--- config.mk ---
export PLATFORM = sky130hd
export DESIGN_NAME = pid_incr_seq
export DESIGN_NICKNAME = d
export VERILOG_FILES = /design/src/rtl/pid_incr_seq.sv
export SDC_FILE = /design/constraint.sdc
export NUM_CORES = 1
export LEC_CHECK = 0
export BUFFER_PORTS_ARGS = -buffer_cell sky130_fd_sc_hd__buf_4
export CAP_MARGIN = 30
export CELL_PAD_IN_SITES_DETAIL_PLACEMENT = 1
export CELL_PAD_IN_SITES_GLOBAL_PLACEMENT = 1
export CORE_MARGIN = 8
export CORE_UTILIZATION = 47
export DETAILED_ROUTE_END_ITERATION = 6
export PLACE_DENSITY = 0.91
export SYNTH_ARGS = -nofsm -noshare
export SYNTH_HDL_FRONTEND = slang
export SYNTH_SLANG_ARGS = --single-unit
--- constraint.sdc ---
create_clock -name clk -period 7.2 [get_ports clk]
set_input_delay 0.36 -clock clk [delete_from_list [all_inputs] [get_ports clk]]
set_output_delay 0.36 -clock clk [all_outputs]
set_load 0.05 [all_outputs]
--- src/rtl/pid_incr_seq.sv ---
// Incremental PID step u(k) = u(k-1) + Kp*de1 + Ki*e0 + Kd*de2 on one shared multiplier, clamped output.
// Optional build macro PID_DEADBAND_EN: zero small errors (|e0| <= DEADBAND) before they enter the step.
module pid_incr_seq #(
    parameter int DW       = 10,
    parameter int KW       = 4,
    parameter int FRAC     = 0,
    parameter int OW       = 15,
    parameter int OUT_MAX  = 16383,
    parameter int OUT_MIN  = -16384,
    parameter int DEADBAND = 0
) (
    input  logic                 clk,
    input  logic                 rst,
    input  logic                 clr,
    input  logic                 sample_valid,
    output logic                 sample_ready,
    input  logic [DW-1:0]        target,
    input  logic [DW-1:0]        y,
    input  logic [KW-1:0]        kp,
    input  logic [KW-1:0]        ki,
    input  logic [KW-1:0]        kd,
    output logic signed [OW-1:0] uk,
    output logic                 uk_valid,
    output logic                 sat_hi,
    output logic                 sat_lo
);
    localparam int EW  = DW + 1;
    localparam int DEW = DW + 3;
    localparam int AW  = DW + KW + 5;
    localparam int SW  = ((OW > AW) ? OW : AW) + 1;
    localparam logic signed [SW-1:0] MAX_S = SW'(OUT_MAX);
    localparam logic signed [SW-1:0] MIN_S = SW'(OUT_MIN);
    localparam logic signed [OW-1:0] MAX_O = OW'(OUT_MAX);
    localparam logic signed [OW-1:0] MIN_O = OW'(OUT_MIN);

    generate
        if (OUT_MIN >= OUT_MAX || DEADBAND < 0) begin : g_bad_cfg
            $error("pid_incr_seq: invalid clamp limits or deadband");
        end
    endgenerate

    typedef enum logic [2:0] {S_IDLE, S_ERR, S_MP, S_MI, S_MD, S_ACC} state_t;

    state_t                 state_q;
    logic [DW-1:0]          target_q, y_q;
    logic [KW-1:0]          kp_q, ki_q, kd_q;
    logic signed [EW-1:0]   e0_q, e1_q, e2_q;
    logic signed [DEW-1:0]  de1_q, de2_q;
    logic signed [AW-1:0]   acc_q;
    logic signed [OW-1:0]   uk_q;
    logic                   uk_valid_q, sat_hi_q, sat_lo_q;

    logic signed [EW-1:0]   e0_raw, e0_d;
    logic signed [DEW-1:0]  e0_x, e1_x, e2_x, de1_d, de2_d, opnd;
    logic [KW-1:0]          gain_mux;
    logic signed [AW-1:0]   mul_a, mul_b, prod_d, d_d;
    logic signed [SW-1:0]   s_d;
    logic signed [OW-1:0]   uk_sat_d;

    assign e0_raw = $signed({1'b0, target_q}) - $signed({1'b0, y_q});

`ifdef PID_DEADBAND_EN
    localparam logic [EW-1:0] DB_U = EW'(DEADBAND);
    logic [EW-1:0] e0_abs;
    assign e0_abs = e0_raw[EW-1] ? EW'(-e0_raw) : EW'(e0_raw);
    assign e0_d   = (e0_abs <= DB_U) ? '0 : e0_raw;
`else
    assign e0_d = e0_raw;
`endif

    // History is kept in the unclamped error domain; de2 = e0 - 2*e1 + e2.
    assign e0_x  = {{(DEW-EW){e0_d[EW-1]}}, e0_d};
    assign e1_x  = {{(DEW-EW){e1_q[EW-1]}}, e1_q};
    assign e2_x  = {{(DEW-EW){e2_q[EW-1]}}, e2_q};
    assign de1_d = e0_x - e1_x;
    assign de2_d = e0_x - (e1_x <<< 1) + e2_x;

    always_comb begin
        gain_mux = kp_q;
        opnd     = de1_q;
        case (state_q)
            S_MI: begin
                gain_mux = ki_q;
                opnd     = {{(DEW-EW){e0_q[EW-1]}}, e0_q};
            end
            S_MD: begin
                gain_mux = kd_q;
                opnd     = de2_q;
            end
            default: ;
        endcase
    end

    assign mul_a  = {{(AW-KW){1'b0}}, gain_mux};
    assign mul_b  = {{(AW-DEW){opnd[DEW-1]}}, opnd};
    assign prod_d = mul_a * mul_b;

    assign d_d      = acc_q >>> FRAC;
    assign s_d      = {{(SW-OW){uk_q[OW-1]}}, uk_q} + {{(SW-AW){d_d[AW-1]}}, d_d};
    assign uk_sat_d = (s_d > MAX_S) ? MAX_O : ((s_d < MIN_S) ? MIN_O : s_d[OW-1:0]);

    always_ff @(posedge clk) begin
        if (rst) begin
            state_q    <= S_IDLE;
            target_q   <= '0;
            y_q        <= '0;
            kp_q       <= '0;
            ki_q       <= '0;
            kd_q       <= '0;
            e0_q       <= '0;
            e1_q       <= '0;
            e2_q       <= '0;
            de1_q      <= '0;
            de2_q      <= '0;
            acc_q      <= '0;
            uk_q       <= '0;
            uk_valid_q <= 1'b0;
            sat_hi_q   <= 1'b0;
            sat_lo_q   <= 1'b0;
        end else if (clr) begin
            state_q    <= S_IDLE;
            e1_q       <= '0;
            e2_q       <= '0;
            acc_q      <= '0;
            uk_q       <= '0;
            uk_valid_q <= 1'b0;
            sat_hi_q   <= 1'b0;
            sat_lo_q   <= 1'b0;
        end else begin
            uk_valid_q <= 1'b0;
            case (state_q)
                S_IDLE: begin
                    if (sample_valid) begin
                        target_q <= target;
                        y_q      <= y;
                        kp_q     <= kp;
                        ki_q     <= ki;
                        kd_q     <= kd;
                        state_q  <= S_ERR;
                    end
                end
                S_ERR: begin
                    e0_q    <= e0_d;
                    de1_q   <= de1_d;
                    de2_q   <= de2_d;
                    state_q <= S_MP;
                end
                S_MP: begin
                    acc_q   <= prod_d;
                    state_q <= S_MI;
                end
                S_MI: begin
                    acc_q   <= acc_q + prod_d;
                    state_q <= S_MD;
                end
                S_MD: begin
                    acc_q   <= acc_q + prod_d;
                    state_q <= S_ACC;
                end
                S_ACC: begin
                    uk_q       <= uk_sat_d;
                    sat_hi_q   <= (s_d > MAX_S);
                    sat_lo_q   <= (s_d < MIN_S);
                    e2_q       <= e1_q;
                    e1_q       <= e0_q;
                    uk_valid_q <= 1'b1;
                    state_q    <= S_IDLE;
                end
                default: state_q <= S_IDLE;
            endcase
        end
    end

    assign sample_ready = (state_q == S_IDLE);
    assign uk           = uk_q;
    assign uk_valid     = uk_valid_q;
    assign sat_hi       = sat_hi_q;
    assign sat_lo       = sat_lo_q;
endmodule
# Yosys cells after proc, flatten, opt, wreduce, memory -nomap -nowiden
# Index checks and enable logic that the tools add are counted.
# Widths: inputs -> output; s select.
[totals]
reg_bits = 131
input_bits = 36
output_inout_bits = 19
wordCells = 46
[classes]
add_sub_neg = 6
n_mul = 1
magnitude_cmp = 2
eq_ne = 6
muxes = 8
bitwise_logic = 1
n_reduce_logical = 6
[ops]
columns = ["op", "count"]
rows = [
  ["$pmux 19 s2", 1],
  ["$mux 15", 2],
  ["$pmux 13 s2", 1],
  ["$add 15x19->20", 1],
  ["$gt 20x15->1 const B", 1],
  ["$lt 20x15->1 const B", 1],
  ["$add 19x18->19", 1],
  ["$mul 5x13->18", 1],
  ["$pmux 3 s5", 1],
  ["$add 13x11->13", 1],
  ["$sub 11x12->13", 1],
  ["$sub 11x11->12", 1],
  ["$sub 10x10->11", 1],
  ["$pmux 4 s2", 1],
  ["$eq 3x2->1 const B", 2],
  ["$eq 3x3->1 const B", 2],
  ["$reduce_or 2->1", 2],
  ["$eq 3x1->1 const B", 1],
  ["$logic_not 3->1", 1],
  ["$mux 3", 1],
  ["$reduce_and 3->1", 1],
  ["$ne 2x2->1 const B", 1],
  ["$reduce_and 2->1", 1],
  ["$reduce_bool 2->1", 1],
  ["2 further kinds", 2],
]

# Longest topological paths before layout
[depth]
depth_word = 5
depth_mapped = 30
mapped_depth_nobuf = 28

# Least setup slack after synthesis
# No wires, ideal clock.
[synth_timing]
path_kind = "reg-to-reg"
startpoint = "register state_q[2]"
endpoint = "register acc_q[18]"
setup_time_ns = 0.133
arrival_ns = 6.509
setup_slack_ns = 0.559
stages_incl_launch_ff = 30
n_path_buf = 4
synth_period_minus_slack_ns = 6.641
path_cell_list = "dfxtp_1 > clkbuf_1 > clkbuf_1 > clkbuf_1 > clkbuf_1 > nand2_1 > o311ai_0 > nor2_1 > ha_1 > inv_1 > fa_1 > fa_1 > inv_1 > ha_1 > a21o_1 > a21oi_1 > nand2b_1 > a21oi_1 > a311oi_1 > xnor2_1 > ha_1 > a21o_1 > a21o_1 > a31oi_1 > a21bo_1 > o41ai_4 > mux2i_1 > nor3_2 > o21ai_1 > a31oi_1"
[synth_via]
elab_chain_cells = 5
elab_cells_between_ends = 10
[synth_rtl]
columns = ["item", "line", "text"]
rows = [
  ["from (decl)", "44", "state_t state_q;"],
  ["from (signal assigned)", "104", "state_q <= S_IDLE;"],
  ["from (signal assigned)", "121", "state_q <= S_IDLE;"],
  ["from (signal assigned)", "139", "state_q <= S_ERR;"],
  ["$eq 3x3->1 / $eq 3x2->1 (equally long branches)", "81, 131", ""],
  ["$pmux 4 s2 / $pmux 13 s2 (equally long branches)", "81", "case (state_q)"],
  ["$mul 5x13->18", "96", "assign prod_d = mul_a * mul_b;"],
  ["$add 19x18->19", "153, 157", ""],
  ["$pmux 19 s2", "131", "case (state_q)"],
  ["to (signal assigned)", "149", "acc_q <= prod_d;"],
  ["to (signal assigned)", "153", "acc_q <= acc_q + prod_d;"],
  ["to (signal assigned)", "157", "acc_q <= acc_q + prod_d;"],
  ["to (decl)", "49", "logic signed [AW-1:0] acc_q;"],
]
# Parallel ways exist; a longest one is shown, timed or not.
# A chain may end at the register's enable or synchronous reset.

# Worst setup path after layout
[layout_timing]
startpoint = "register state_q[1]"
endpoint = "register acc_q[18]"
# The elaborated chain is that of the path after synthesis.

==> flow_metrics.tcl <==
set metrics [dict create \
    relSlewSlack_pct 39.49 \
    muxShareOfSynthArea_pct 0.3796 \
    n_antenna_cell 0 \
    grt_max_degree 70 \
    pin_count 55 \
    reg2reg_to "acc_q[18]$_SDFFE_PP0P_" \
    start_kind "register" \
    timing.final.crit_share_pct 97.14 \
    synth-edff-count 0 \
    core.rowCount 55 \
    dp.cells 1639 \
    yosys_warnings 0 \
    hold_class "input pin to register" \
    ant_nets 0 \
    cp_max_fo 17 \
    cp_num_buf_inv 3 \
    tightest_slew_ps 907.1 \
    cts_tree "done" \
    die_area_mm2 0.02749 \
    worst_slack_ps 206.1 \
    place_ws_ps -79.76 \
    core_area_mm2 0.02237 \
    synth_top_family_by_area "compound AO/OA/AOI/OAI gates" \
    synth-seq-cells 130 \
    antenna_found_initial 0 \
    die_w_um 165.8 \
    r2r-start "state_q[1]$_SDFFE_PP0P_" \
    regArea_mm2 0.002609 \
    cts_made_buffers 17 \
    ir_drop_v 0.0001412 \
    grt_pass1_wl_mm 56.17 \
    root_buffer "clkbuf_16" \
    synthesis.area_mm2 0.01055 \
    multi_input_area_mm2 0.007308 \
    yosys.area_share.simple_pct 18.78 \
    min_from "target[4]" \
    stdcell_area_mm2 0.01195 \
    path_clk_slew_ps 70 \
    rr_worst_depth 26 \
    setup_viol 0 \
    synthCells 1339 \
    final_cell_count_no_fill 1679 \
    cp.arrival_ps 7290 \
    dr.pass1.iters 5 \
    synthAdderAreaFrac_pct 20.66 \
    utilization_pct 53.42 \
    power_w 0.002217 \
    dp_hpwl_mm 23.79 \
    slowest_delay_ps 690 \
    maxCapViolations 0 \
    drive_above_1_share_pct 11.98 \
    port_buffers 54 \
    slowest_stage "o311ai_0" \
    yosysSeqAreaShare_pct 24.67 \
    period_needed_ps 6994 \
    power-per-cell-area_mw_per_mm2 185.6 \
    nets 1566 \
    finalClockSkew_ps 14.26 \
    clk_latency_ps 460 \
    placed_cell_area_mm2 0.01126 \
    critPathKind "register to register" \
    cts.sinks 130 \
    syn-num-nets 1524 \
    initialDrtViolationCount 617 \
    synth_compound_area_share_pct 23.13 \
    synth-main-ff-cell "dfxtp_1" \
    htreeDepth 4 \
    required_ps 7490 \
    clockBufferDepth 2 \
    drt-total-wl_mm 34.69 \
    clock.fmax_mhz 143.0 \
    groute.usage.overall_pct 24.72 \
    gp_congestion 0.8652 \
    async_flop_share_pct 0 \
    nFillCells 2716 \
    synth_cell_types 74 \
    endpoint_kind "register" \
    whs_endpoint "target_q[4]$_SDFFE_PP0P_" \
    cellLeakagePower_nw 5.085 \
    avgViaCountPerCell 6.036 \
    outcome "finished clean" \
    critical_path.top_delay_family "compound AO/OA/AOI/OAI gates" \
    overflow 0 \
    drv_slew 0 \
    route.detailed.drc 0 \
    die_h_um 165.8 \
    vias 10134 \
    synth_xor_area_share_pct 5.907 \
    hold_viol_final 0 \
    area_growth_pct 13.26 \
    wl_per_cell_um 20.66 \
    initial_utilization_pct 47.17 \
    avgSynthCellArea_um2 7.878 \
    hold_path_depth 3 \
    ff2ff_setup_slack_ps 210 \
    first_global_vias 11137 \
]
==> what timing repair did <==
item                                    4_1_cts  5_1_grt
buffers inserted                              0        4
hold endpoints to repair                      0        0
hold buffers                                  0        0
pin swaps                                     0        2
endpoints found under the setup margin        2        3
gates resized for setup                       6       10
==> logic make-up (layout without fill, tap and decap cells) <==
logic type                 Yosys count  after routing
AOI/OAI and AO/OA                  370            370
xor gates and xnor gates            69             69
adders and majority gates          149            149
buffers and inverters              180            235
DFF                                130            130
muxes                                4              4
and+or+nand+nor                    437            437
==> Yosys cell counts (13+ instances only) <==
cell      count  area [um^2]
o21ai_0      51        255.2
inv_1       115        431.7
nor2b_1      25        156.4
nor2_1      108        405.4
ha_1        107         1339
o311ai_0     15        131.4
dfxtp_1     130         2603
o221ai_1     13        113.9
or2_2        15        93.84
a21oi_1     143        715.7
a31oi_1      14        87.58
nor3_1       31        155.2
o21bai_1     15        112.6
xnor2_1      42        367.9
fa_1         42        840.8
o22ai_1      18        112.6
a21o_1       26        195.2
clkbuf_1     58        217.7
xor2_1       26        227.7
nand2_1     191        716.9
==> layout by cell type (no fill, tap or decap), types with 5 or more instances in the layout <==
master	count
o221ai_1	13
o21a_1	7
o311ai_1	8
buf_4	81
o21ai_0	51
or2_2	14
dfxtp_1	127
a211oi_1	9
o22ai_1	18
a311oi_2	11
clkbuf_16	17
ha_1	107
nor3_1	31
fa_1	42
o21ai_1	5
xnor2_1	42
nor3b_1	5
nand2_1	191
and3_1	9
a31oi_1	14
nand2b_1	9
o311ai_0	7
nor2_1	108
a21o_1	26
xor2_1	26
a311oi_1	5
nor2b_1	25
nand3_1	11
o21bai_1	15
a21oi_1	143
and2_1	6
inv_1	115
or3_1	5
==> worst reg2reg max path, stage by stage (launching register included) <==
cell	delay [ps]
dfxtp_2	390
and2_2	320
o311ai_0	690
nor2_1	140
ha_1	320
ha_1	280
inv_1	60
fa_1	530
inv_1	70
fa_1	470
a21o_1	180
a21oi_1	200
nand2b_1	160
a21oi_1	120
a311oi_2	450
xnor2_1	270
ha_1	380
a21o_1	190
a21o_1	190
a31oi_1	170
a21bo_1	260
o41ai_4	280
buf_4	190
mux2i_1	190
o21ai_1	80
a22oi_1	150
a31oi_1	110
==> metrics by stage <==
stage	hold WS (ps)	setup TNS, ps
floorplan	432.1	0
global placement	443.8	0
detailed placement	450.1	-79.76
CTS	128.0	0
global route	143.3	-183.5
finish	145.5	0
==> worst max path at each step <==
stage | from | end | slack (ps) | depth (start not counted)
global placement | state_q[1]$_SDFFE_PP0P_ | acc_q[18]$_SDFFE_PP0P_ | 290 | 25
global route | state_q[1]$_SDFFE_PP0P_ | acc_q[18]$_SDFFE_PP0P_ | -180 | 26
finish | state_q[1]$_SDFFE_PP0P_ | acc_q[18]$_SDFFE_PP0P_ | 210 | 26
CTS | state_q[0]$_SDFFE_PP0P_ | acc_q[18]$_SDFFE_PP0P_ | 80 | 27
detailed placement | state_q[1]$_SDFFE_PP0P_ | acc_q[18]$_SDFFE_PP0P_ | -80 | 25
floorplan | state_q[2]$_SDFFE_PP0P_ | acc_q[18]$_SDFFE_PP0P_ | 560 | 29
==> final cells by class <==
class / instances / share of cell area [%]
Clock inverter: 15 / 1.183
Inverter: 117 / 3.697
Sequential cell: 130 / 21.83
Clock buffer: 17 / 3.561
Timing Repair Buffer: 86 / 5.571
Tap cell: 285 / 2.985
Multi-Input combinational cell: 1029 / 61.17
==> report_power, final <==
group | internal [W] | switching [W] | total, W
Combinational | 0.000238 | 0.000355 | 0.000592
Clock | 0.000456 | 0.000411 | 0.000867
Sequential | 0.000739 | 0.0000189 | 0.000758
Total | 0.00143 | 0.000785 | 0.00222
==> flip-flops by register name, indices dropped and copies added, names as in the netlist <==
register / flops
y_q: 10
kd_q: 4
state_q: 3
e2_q: 11
e1_q: 11
sat_lo: 1
target_q: 10
acc_q: 19
de1_q: 12
ki_q: 4
e0_q: 11
kp_q: 4
uk_valid: 1
uk: 15
sat_hi: 1
de2_q: 13
==> per-layer routing <==
layer | up-vias | wire length, um | GRT usage [%]
met1 | 5032 | 13760 | 26.66
met3 | 112 | 1303 | 4.944
met4 | 0 | 1772 | 14.62
li1 | 4725 | - | -
met2 | 265 | 17850 | 44.29
met5 | - | 0 | 0
No activity file was read; power rests on OpenSTA's default activity.
